<file path="config.mk">
export PLATFORM = sky130hd
export DESIGN_NAME = demux_stream_1ton
export DESIGN_NICKNAME = d
export VERILOG_FILES = /design/src/rtl/demux_stream_1ton.sv
export SDC_FILE = /design/constraint.sdc
export NUM_CORES = 1
export LEC_CHECK = 0
export ABC_AREA = 1
export ABC_CLOCK_PERIOD_IN_PS = 1230
export CAP_MARGIN = 20
export CORE_MARGIN = 1
export CORE_UTILIZATION = 40
export CTS_BUF_LIST = sky130_fd_sc_hd__clkbuf_8 sky130_fd_sc_hd__clkbuf_16
export CTS_CLUSTER_SIZE = 8
export DETAILED_ROUTE_END_ITERATION = 10
export PLACE_DENSITY_LB_ADDON = 0.05
export SLEW_MARGIN = 20
export SYNTH_ARGS = -nofsm -noshare
export SYNTH_HDL_FRONTEND = slang
export SYNTH_SLANG_ARGS = --single-unit
</file>
<file path="constraint.sdc">
create_clock -name i_clk -period 1.23 [get_ports i_clk]
set_clock_uncertainty 0.15 [all_clocks]
set_input_delay 0.1845 -clock i_clk [delete_from_list [all_inputs] [get_ports i_clk]]
set_output_delay 0.1845 -clock i_clk [all_outputs]
set_load 0.05 [all_outputs]
</file>
<file path="src/rtl/demux_stream_1ton.sv">
// demux_stream_1ton: registered 1-to-N valid/ready stream demultiplexer with one-deep channel registers.
// Optional macro DEMUX_STREAM_SEL_CHECK_EN builds a sticky out-of-range select error flag on o_err.
module demux_stream_1ton #(
   parameter int DATA_W = 8,
   parameter int CH_NUM = 4,
   parameter int SEL_W  = 2
) (
   input  logic                       i_clk,
   input  logic                       i_rst,
   input  logic [DATA_W-1:0]          i_data,
   input  logic [SEL_W-1:0]           i_sel,
   input  logic                       i_valid,
   output logic                       o_ready,
   output logic [CH_NUM*DATA_W-1:0]   o_data,
   output logic [CH_NUM-1:0]          o_valid,
   input  logic [CH_NUM-1:0]          i_ready,
   output logic                       o_err
);

   logic [CH_NUM-1:0]        sel_hit_s;
   logic [CH_NUM-1:0]        load_s;
   logic                     ready_s;
   logic [CH_NUM-1:0]        full_d;
   logic [CH_NUM-1:0]        full_q;
   logic [CH_NUM*DATA_W-1:0] data_d;
   logic [CH_NUM*DATA_W-1:0] data_q;

   // Select decode; an out-of-range select hits no channel and is therefore always accepted.
   always_comb begin
      sel_hit_s = '0;
      for (int c = 0; c < CH_NUM; c++) begin
         sel_hit_s[c] = (i_sel == SEL_W'(c));
      end
      ready_s = ~|(sel_hit_s & full_q & ~i_ready);
      load_s  = sel_hit_s & {CH_NUM{i_valid & ready_s}};
   end

   // Per-channel EMPTY/FULL next state: a load wins over a drain, so a full channel never bubbles.
   always_comb begin
      full_d = full_q;
      data_d = data_q;
      for (int c = 0; c < CH_NUM; c++) begin
         if (load_s[c]) begin
            full_d[c]                  = 1'b1;
            data_d[c*DATA_W +: DATA_W] = i_data;
         end else if (i_ready[c]) begin
            full_d[c] = 1'b0;
         end else begin
            full_d[c] = full_q[c];
         end
      end
   end

   always_ff @(posedge i_clk or posedge i_rst) begin
      if (i_rst) begin
         full_q <= '0;
         data_q <= '0;
      end else begin
         full_q <= full_d;
         data_q <= data_d;
      end
   end

   always_comb begin
      o_ready = ready_s;
      o_valid = full_q;
      o_data  = data_q;
   end

`ifdef DEMUX_STREAM_SEL_CHECK_EN
   logic err_d;
   logic err_q;

   // Out-of-range beats are always accepted, so i_valid alone qualifies the error.
   always_comb begin
      if (i_valid && (32'(i_sel) >= 32'(CH_NUM))) begin
         err_d = 1'b1;
      end else begin
         err_d = err_q;
      end
   end

   always_ff @(posedge i_clk or posedge i_rst) begin
      if (i_rst) begin
         err_q <= 1'b0;
      end else begin
         err_q <= err_d;
      end
   end

   assign o_err = err_q;
`else
   assign o_err = 1'b0;
`endif

endmodule

</file>
==> run metrics <==
Synth Register Bits=36; Core ar.=3716 um^2; CTS tree=yes; net count after synthesis=189; antenna violations before repair=0; vias in the first global route=1517; post-route ant nets=0; post-synthesis cell area=1575 um^2; class of the worst hold path=input port to async pin; Setup crit start=o_valid[2]; I/O Buffers=53; cell depth of the worst setup path=7; wire per inst=15.35 um; worst skew pair latency=0.29 ns; CTS Sinks=36; CTS Buf Count=5; synth unique cells=14; via count=1509; register area share after synthesis=57.19%; most frequent cells in the layout=nand2_1 (69), buf_12 (40), nand4_1 (32), dfrtp_1 (32), clkdlybuf4s50_1 (14); Hold Violations, Final=0; Initial Util=42.39%; Setup WS post-layout=-0.4206 ns; share of post-route cells with drive strength above 1=35.51%; clock-pin slew on the worst setup and hold paths=0.07 ns; most common cell after layout, fill and taps aside=nand2_1; CP max stage delay=0.41 ns; YS warnings=0; largest net degree at the start of global routing=37; Sw Share=37.70%; GPL Wtd Cong=0.8846; Power Dens Cells=1732 nW/um^2; DRT iter0 DRCs=101; Switching Power=0.001850 W; Remaining Overflow, GRT=0; crit path DAT=1.32 ns; Die Y=64.76 um; Root Buffer Master=clkbuf_8; RSZ-0062 raised after global routing=true; final setup fails=42; fin util=76.26%; final hold slack=0.09053 ns; slowest CP cell=dfrtp_2; crit path kind=flip-flop to output pin; Placement Rows=22; Pins Over Slew Limit=0; DR vias/cell=5.150; CTS Hold Bufs=0; Power, Total=0.004908 W; H-tree levels=2; Req. time, crit path=0.90 ns; max_cap viols=0; first-pass GRT wire length=7341 um; CP max FO=2; Final min period=1.651 ns; most frequent cell on the critical path=buf_12; Final nets=261; post-synthesis average cell area=9.158 um^2; final critical-path share of the clock period=134.2%; Crit Reg-Reg Startpoint=o_valid[2]; r2r worst-path depth=9; family with the most delay on the worst path=flip-flops; Syn-to-layout area delta=79.90%; GRT Overall Usage=23.69%; Synth Instances=172; final wirelength=4499 um; crit path cell chain=inv_2 -> nor2_2 -> nand2_1 -> nand2_2 -> nor2_4 -> buf_12 -> buf_12; crit path launch type=flip-flop; Detailed Routing Iterations Pass 1=4; Buf/Inv on CP=3; Int Power=0.003058 W; Fmax=605.9 MHz; dpl hpwl=3121 um; Longest Clk Path Bufs=2; # DRC=0; Die X-Extent=64.76 um; static leakage=1.371 nW; diode count=0; Combinational Power Share=45.5%; status=finished with violations; peak supply drop=0.001295 V; Seq pwr share=33.5%; I/O pin count=55; die footprint=4193 um^2; Setup crit end kind=output pin; Clk pwr share=21.0%; failing checks=negative setup slack
[path summary, 6_finish.rpt]
| path | slack, ns | endpoint |
|---|---|---|
| worst min register to register | 0.39 | o_data[18] |
| worst max register to register | -0.36 | o_data[6] |
| min in group i_clk | 0.35 | o_valid[1] |
| worst min-delay path | 0.09 | o_data[14] |
| max in group asynchronous | 0.64 | o_valid[2] |
| worst max-delay path | -0.42 | o_ready |
[sequential cells by signal, summed over array words and instances, names as in the netlist]
name and cells:
o_valid 4, o_data 32
[cell type report]
type,instances,area [um^2]
multi-input combinational,120,618.1
inverter,8,30.03
clock inverter,3,42.54
timing repair buffer,73,1109
fill,245,882.1
tap,48,60.06
clock buffer,5,68.82
sequential,36,905.9
[worst register-to-register path: stages, from the launching register on]
cell and delay [ns]:
dfrtp_2 0.41, inv_2 0.06, nor2_2 0.04, nand2_1 0.07
nand2_2 0.07, nor2_4 0.13, buf_4 0.21, buf_8 0.17
nand4_1 0.13, nand2_1 0.09
[through the flow]
stage | setup TNS (ns) | area (um^2) | worst slack [ns] | cells
finish | -11.31 | 2834 | -0.4206 | 293
global route | -14.70 | 2834 | -0.4687 | 293
CTS | -10.82 | 2809 | -0.4104 | 291
detailed placement | -22.10 | 2633 | -0.6543 | 281
global placement | -20.72 | 2633 | -0.5802 | 281
floorplan | -12.28 | 1594 | -0.3425 | 172
[cells by family after synthesis]
group	Yosys count	synth area share, %
AND/OR/NAND/NOR	115	35.03
flip-flops	36	57.19
buffers and inverters	16	6.275
AO/OA/AOI/OAI	4	1.271
other	1	0.2381
[Yosys cell counts, drive strengths merged]
| cell type | instances | share of area (%) |
|---|---|---|
| nand4 | 32 | 13 |
| nand3 | 4 | 2.5 |
| o21ai | 4 | 1.3 |
| conb | 1 | 0.24 |
| buf | 5 | 1.7 |
| inv | 8 | 1.9 |
| clkbuf | 3 | 2.6 |
| nor2 | 8 | 2.9 |
| nand2 | 71 | 17 |
| dfrtp | 36 | 57 |
[metal layers]
metal	track usage, %	up-vias	part of all wire [%]
met3	4.754	12	5.6
met4	11.11	0	2.3
met5	0	-	0
li1	-	718	-
met1	29.06	721	40
met2	39.71	58	52
[what timing repair did]
action,CTS,global route
setup buffers,2,4
setup endpoints to repair,42,48
resized for setup,15,4
pin swaps,3,2
[power groups by stage]
stage	Sequential, W	Clock [W]	Combinational (W)
3_3_place_gp	0.00165	0	0.00216
3_5_place_dp	0.00166	0	0.00219
4_1_cts	0.00164	0.00105	0.00222
5_1_grt	0.00167	0.00108	0.00233
2_1_floorplan	0.00230	0	0.000304
6_report	0.00164	0.00103	0.00223
(Power assumes the default switching activity.)
